[config.mk]
export PLATFORM = sky130hd
export DESIGN_NAME = io_sequencer_flat
export DESIGN_NICKNAME = d
export VERILOG_FILES = /design/src/rtl/io_sequencer_if.sv /design/src/rtl/io_sequencer.sv /design/src/flat_wrapper.sv
export SDC_FILE = /design/constraint.sdc
export NUM_CORES = 1
export LEC_CHECK = 0
export CAP_MARGIN = 40
export CORE_ASPECT_RATIO = 1.4
export CORE_UTILIZATION = 45
export DETAILED_ROUTE_END_ITERATION = 8
export PLACE_DENSITY = 0.76
export SLEW_MARGIN = 20
export SYNTH_ARGS = -nofsm -noshare
export SYNTH_HDL_FRONTEND = slang
export SYNTH_SLANG_ARGS = --single-unit
[constraint.sdc]
create_clock -name clock -period 1.7 [get_ports clock]
set_input_delay 0.34 -clock clock [delete_from_list [all_inputs] [get_ports clock]]
set_output_delay 0.34 -clock clock [all_outputs]
set_load 0.02 [all_outputs]
[src/rtl/io_sequencer_if.sv]
// Signal bundle between the instruction decoder/datapath and io_sequencer.
// The sequencer drives the slave modport; the surrounding datapath (or a bench) uses master.
interface io_sequencer_if #(
  parameter int DATA_W = 32
);
  logic [4:0]        opcode;
  logic              confirm_button;
  logic [DATA_W-1:0] switches;
  logic              pc_enable;
  logic              in_write_enable;
  logic [DATA_W-1:0] in_data;
  logic              out_write_enable;
  logic              halted;
  logic              waiting_input;
  logic [2:0]        state;

  // Strobes (pc_enable, in_write_enable, out_write_enable) are single-cycle qualifiers
  // sampled by the datapath on the rising clock; there is no back-pressure path.
  modport slave (
    input  opcode, confirm_button, switches,
    output pc_enable, in_write_enable, in_data, out_write_enable, halted, waiting_input, state
  );

  modport master (
    output opcode, confirm_button, switches,
    input  pc_enable, in_write_enable, in_data, out_write_enable, halted, waiting_input, state
  );
endinterface

[src/rtl/io_sequencer.sv]
// Stall controller for IN/OUT/HALT: freezes the PC until a debounced button press,
// commits the synchronised switch value for IN, and strobes OUT for one cycle.
module io_sequencer #(
  parameter int DEBOUNCE_CYCLES = 50000,
  parameter int CNT_W           = 16,
  parameter int DATA_W          = 32
) (
  input  logic           clock,
  input  logic           reset,
  io_sequencer_if.slave  bus
);
  localparam logic [4:0] OP_IN   = 5'b01100;
  localparam logic [4:0] OP_OUT  = 5'b01101;
  localparam logic [4:0] OP_HALT = 5'b00101;

  typedef enum logic [2:0] {
    RUN       = 3'd0,
    WAIT_IN   = 3'd1,
    COMMIT_IN = 3'd2,
    HALTED    = 3'd3,
    RESUME    = 3'd4
  } state_e;

  state_e            state_q, state_d;
  logic              btn_meta_q, btn_s_q;
  logic [DATA_W-1:0] sw_meta_q, sw_s_q;
  logic              deb_q, deb_dly_q;
  logic [CNT_W-1:0]  cnt_q;
  logic [DATA_W-1:0] in_data_q;
  logic              press;
  logic              pc_en, in_we, out_we, capture;

  // Two-stage synchronisers for the asynchronous button and switch bank
  always_ff @(posedge clock or negedge reset) begin
    if (!reset) begin
      btn_meta_q <= 1'b0;
      btn_s_q    <= 1'b0;
      sw_meta_q  <= '0;
      sw_s_q     <= '0;
    end else begin
      btn_meta_q <= bus.confirm_button;
      btn_s_q    <= btn_meta_q;
      sw_meta_q  <= bus.switches;
      sw_s_q     <= sw_meta_q;
    end
  end

  // Level is accepted only after DEBOUNCE_CYCLES consecutive cycles of disagreement
  always_ff @(posedge clock or negedge reset) begin
    if (!reset) begin
      deb_q     <= 1'b0;
      deb_dly_q <= 1'b0;
      cnt_q     <= '0;
    end else begin
      deb_dly_q <= deb_q;
      if (btn_s_q == deb_q) begin
        cnt_q <= '0;
      end else if (cnt_q == CNT_W'(DEBOUNCE_CYCLES - 1)) begin
        deb_q <= ~deb_q;
        cnt_q <= '0;
      end else begin
        cnt_q <= cnt_q + 1'b1;
      end
    end
  end

  assign press = deb_q & ~deb_dly_q;

  always_ff @(posedge clock or negedge reset) begin
    if (!reset) begin
      state_q   <= RUN;
      in_data_q <= '0;
    end else begin
      state_q <= state_d;
      if (capture) in_data_q <= sw_s_q;
    end
  end

  always_comb begin
    state_d = state_q;
    pc_en   = 1'b0;
    in_we   = 1'b0;
    out_we  = 1'b0;
    capture = 1'b0;
    case (state_q)
      RUN: begin
        if (bus.opcode == OP_IN) begin
          state_d = WAIT_IN;
        end else if (bus.opcode == OP_HALT) begin
          state_d = HALTED;
        end else begin
          pc_en  = 1'b1;
          out_we = (bus.opcode == OP_OUT);
        end
      end
      WAIT_IN: begin
        if (press) begin
          capture = 1'b1;
          state_d = COMMIT_IN;
        end
      end
      COMMIT_IN: begin
        in_we   = 1'b1;
        pc_en   = 1'b1;
        state_d = RUN;
      end
      HALTED: begin
        if (press) state_d = RESUME;
      end
      RESUME: begin
        pc_en   = 1'b1;
        state_d = RUN;
      end
      default: state_d = RUN;
    endcase
  end

  // Enables are gated by reset so nothing is written while reset is held
  assign bus.pc_enable        = pc_en & reset;
  assign bus.in_write_enable  = in_we & reset;
  assign bus.out_write_enable = out_we & reset;
  assign bus.in_data          = in_data_q;
  assign bus.halted           = (state_q == HALTED);
  assign bus.waiting_input    = (state_q == WAIT_IN);
  assign bus.state            = state_q;
endmodule

[src/flat_wrapper.sv]
// flat-port wrapper written by rule: the top's interface ports become plain ports
module io_sequencer_flat 
#(
  parameter int DEBOUNCE_CYCLES = 50000,
  parameter int CNT_W           = 16,
  parameter int DATA_W          = 32
)
  (clock, reset, bus_opcode, bus_confirm_button, bus_switches, bus_pc_enable, bus_in_write_enable, bus_in_data, bus_out_write_enable, bus_halted, bus_waiting_input, bus_state);
  io_sequencer_if #(.DATA_W(DATA_W)) bus_i ();
  input  logic clock;
  input  logic reset;
  input wire logic [$bits(bus_i.opcode)-1:0] bus_opcode;
  input wire logic [$bits(bus_i.confirm_button)-1:0] bus_confirm_button;
  input wire logic [$bits(bus_i.switches)-1:0] bus_switches;
  output wire logic [$bits(bus_i.pc_enable)-1:0] bus_pc_enable;
  output wire logic [$bits(bus_i.in_write_enable)-1:0] bus_in_write_enable;
  output wire logic [$bits(bus_i.in_data)-1:0] bus_in_data;
  output wire logic [$bits(bus_i.out_write_enable)-1:0] bus_out_write_enable;
  output wire logic [$bits(bus_i.halted)-1:0] bus_halted;
  output wire logic [$bits(bus_i.waiting_input)-1:0] bus_waiting_input;
  output wire logic [$bits(bus_i.state)-1:0] bus_state;
  assign bus_i.opcode = bus_opcode;
  assign bus_i.confirm_button = bus_confirm_button;
  assign bus_i.switches = bus_switches;
  assign bus_pc_enable = bus_i.pc_enable;
  assign bus_in_write_enable = bus_i.in_write_enable;
  assign bus_in_data = bus_i.in_data;
  assign bus_out_write_enable = bus_i.out_write_enable;
  assign bus_halted = bus_i.halted;
  assign bus_waiting_input = bus_i.waiting_input;
  assign bus_state = bus_i.state;
  io_sequencer #(.DEBOUNCE_CYCLES(DEBOUNCE_CYCLES), .CNT_W(CNT_W), .DATA_W(DATA_W)) u_core (.clock(clock), .reset(reset), .bus(bus_i));
endmodule
==> flow_summary.toml <==
[status]
outcome = "finished, violations left"
violations = "setup timing"

[clock_tree]
clk_path_buf_depth = 2
cts_tree = "done"
cts-root-buf = "clkbuf_16"
clock_latency_ps = 400
numCtsBuffers = 17
clk_pin_slew_ps = 50
clock_sinks = 119
cts_max_level = 4

[setup_path]
slowest_stage = "clkdlybuf4s50_1"
crit_type = "input port to output pin"
critPathCapture = "bus_pc_enable"
crit_start = "bus_opcode[1]"
worstPathArrival_ps = 1460
rr_worst_depth = 3
startpoint_type = "input port"
crit_required_ps = 1360
rr_endpoint = "u_core.deb_q"
r2r-start = "u_core.cnt_q[11]"
slowest_delay_ps = 430
crit_path_end_kind = "output pin"
cp_cell_sequence = "clkdlybuf4s50_1 > nor2_2 > nand3_1 > nor3_2 > a211oi_2 > buf_4"
r2r_slack_ps = 60
cp_max_fo = 2

[detailed_routing]
wl_um = 7220
wire_per_inst_um = 15.1
drc = 0
drtIter0Drc = 100
ant_nets = 0
firstDrtPassIters = 4
avgViaCountPerCell = 4.92
vias = 2348

[floorplan]
core-area_um2 = 8560
die_x_um = 81.0
start_util_pct = 46.0
rows = 40
ioPinCount = 80
die_h_um = 113
die_area_um2 = 9130

[logic_synthesis]
synth_top_cell_by_area = "dfrtp_1"
netlist.area_leader.share_pct = 75.7
yosysSeqAreaShare_pct = 75.7
synthTopCellsByArea = "dfrtp_1 (76%), mux2_2 (8.6%), xnor2_1 (1.8%), nor2_1 (1.5%), xor2_1 (1.3%)"
synth-edff-count = 0
synth_common_cells = "dfrtp_1 (119), mux2_2 (30), nor2_1 (16)"
ys_ff_latch = 119
synth_ff_type = "dfrtp_1"
yosysMostFrequentCell = "dfrtp_1"
synthCells = 243
async_flop_share_pct = 100
ys_types = 37
yosys_warnings = 0
synthesis.nets = 284
syn_area_um2 = 3940
post_synth.cell_area_avg_um2 = 16.2

[sta]
setup_viol_count_final = 4
tns_ps = -229
worst_slack_ps = -102
hold_violations = 0
rsz0062_at_grt = "true"
min_period_over_period_pct = 106
maxSlewViolCount = 0
tightest_slew_ps = 671
period_needed_ps = 1800
max_freq_mhz = 555
fin_hold_ws_ps = 125
finClkSkew_ps = 10.1
relSlewSlack_pct = 55.3

[pwr]
vdd_drop_max_mv = 0.778
p_sw_share_pct = 20.7
power_frac_seq_pct = 47.8
total_power_mw = 6.16
intPower_mw = 4.89
switchingPower_mw = 1.27
combPwrFrac_pct = 3.0
p_leak_nw = 2.86
clkPwrFrac_pct = 49.1
powerDensity_nw_per_um2 = 1100

[grt]
grt_usage_pct = 18.3
grt_pass1_vias = 2469
grt_pass1_wl_um = 11900
grt_max_degree = 66
antenna_found_initial = 0
overflow = 0

[placed_design]
hpwl_um = 4630
dp.cells = 441
port_buffers = 79
pre_cts_slack_ps = -672
place_congestion = 0.876
placedInstanceArea_um2 = 5010

[cells_and_area]
area_growth_pct = 42.2
layout-drive-gt1-share_pct = 28.5
fill_cells = 633
final_nets = 401
multiInputGateArea_um2 = 968
finalNonFillerCells = 477
register_area_um2 = 2980
fin_area_um2 = 5600
n_antenna_cell = 0
final_util_pct = 65.4

[job]
cap_viol_max_count = 0

[hold_path]
hold_class = "input port to async pin"
## power groups by stage
stage,Clock [mW],Combinational (mW),Sequential [mW]
after detailed placement,0,0.191,3.00
final,3.03,0.187,2.95
after global placement,0,0.185,2.99
after floorplan,0,0.0219,2.99
after CTS,3.10,0.193,2.95
after global routing,3.25,0.209,2.95
## per-layer routing
metal	share of wire (%)	routed length, um	global-route usage (%)	up-vias
li1	-	-	-	1073
met1	40	2860	20.1	1189
met2	53	3830	29.6	74
met3	5.5	400	7.72	12
met4	1.8	130	9.52	0
met5	0	0	0	-
## critical path: cells and delay by family
family | cells | cell delay (ps)
buf+inv | 2 | 590
simple gates | 3 | 460
compound gates | 1 | 60
## worst min path at each step
stage / end / slack (ps)
global placement: u_core.btn_s_q / 330
CTS: u_core.sw_s_q[14] / 160
detailed placement: u_core.btn_s_q / 330
finish: u_core.sw_meta_q[15] / 120
global route: u_core.sw_meta_q[15] / 180
floorplan: u_core.btn_meta_q / 40
## cells by family (layout without fill, tap and decap cells)
family	Yosys count	count (layout)	share of synthesized area [%]
muxes	33	33	9.54
and+or+nand+nor	61	61	9.19
adders and majority gates	1	1	0.318
buffers and inverters	7	136	0.953
DFF	119	119	75.7
AOI/OAI and AO/OA	8	8	1.24
xor gates and xnor gates	14	14	3.12
## layout by cell type (no fill, tap or decap), types with 4 or more instances in the layout
cell type	count
nand2_1	4
nor4_1	4
nand3_1	10
buf_4	25
clkdlybuf4s50_1	36
nor2_1	15
a21oi_1	4
clkbuf_16	17
dlymetal6s2s_1	11
clkinv_2	7
xnor2_1	8
dlygate4sd2_1	24
dfrtp_1	117
xor2_1	6
mux2_2	30
## flip-flops by register name (all words and copies together), names as in the netlist
signal / flops
u_core.deb_dly_q: 1
u_core.cnt_q: 16
u_core.sw_s_q: 32
u_core.deb_q: 1
u_core.btn_s_q: 1
u_core.bus.in_data: 32
u_core.sw_meta_q: 32
u_core.btn_meta_q: 1
u_core.bus.state: 3
## area by class of cell
type,instances,share of cell area [%]
sequential,119,53.3
clock buffer,21,8.05
inverter,1,0.0671
multi-input combinational,117,17.3
clock inverter,10,1.03
timing repair buffer,104,18.0
tap,105,2.35
## what timing repair did
action                                  CTS  global route
resized for setup                        58            22
hold buffers                              0             0
endpoints found under the setup margin   31            15
setup buffers                             5             0
pin swaps                                 1             7
(Power assumes the default switching activity.)
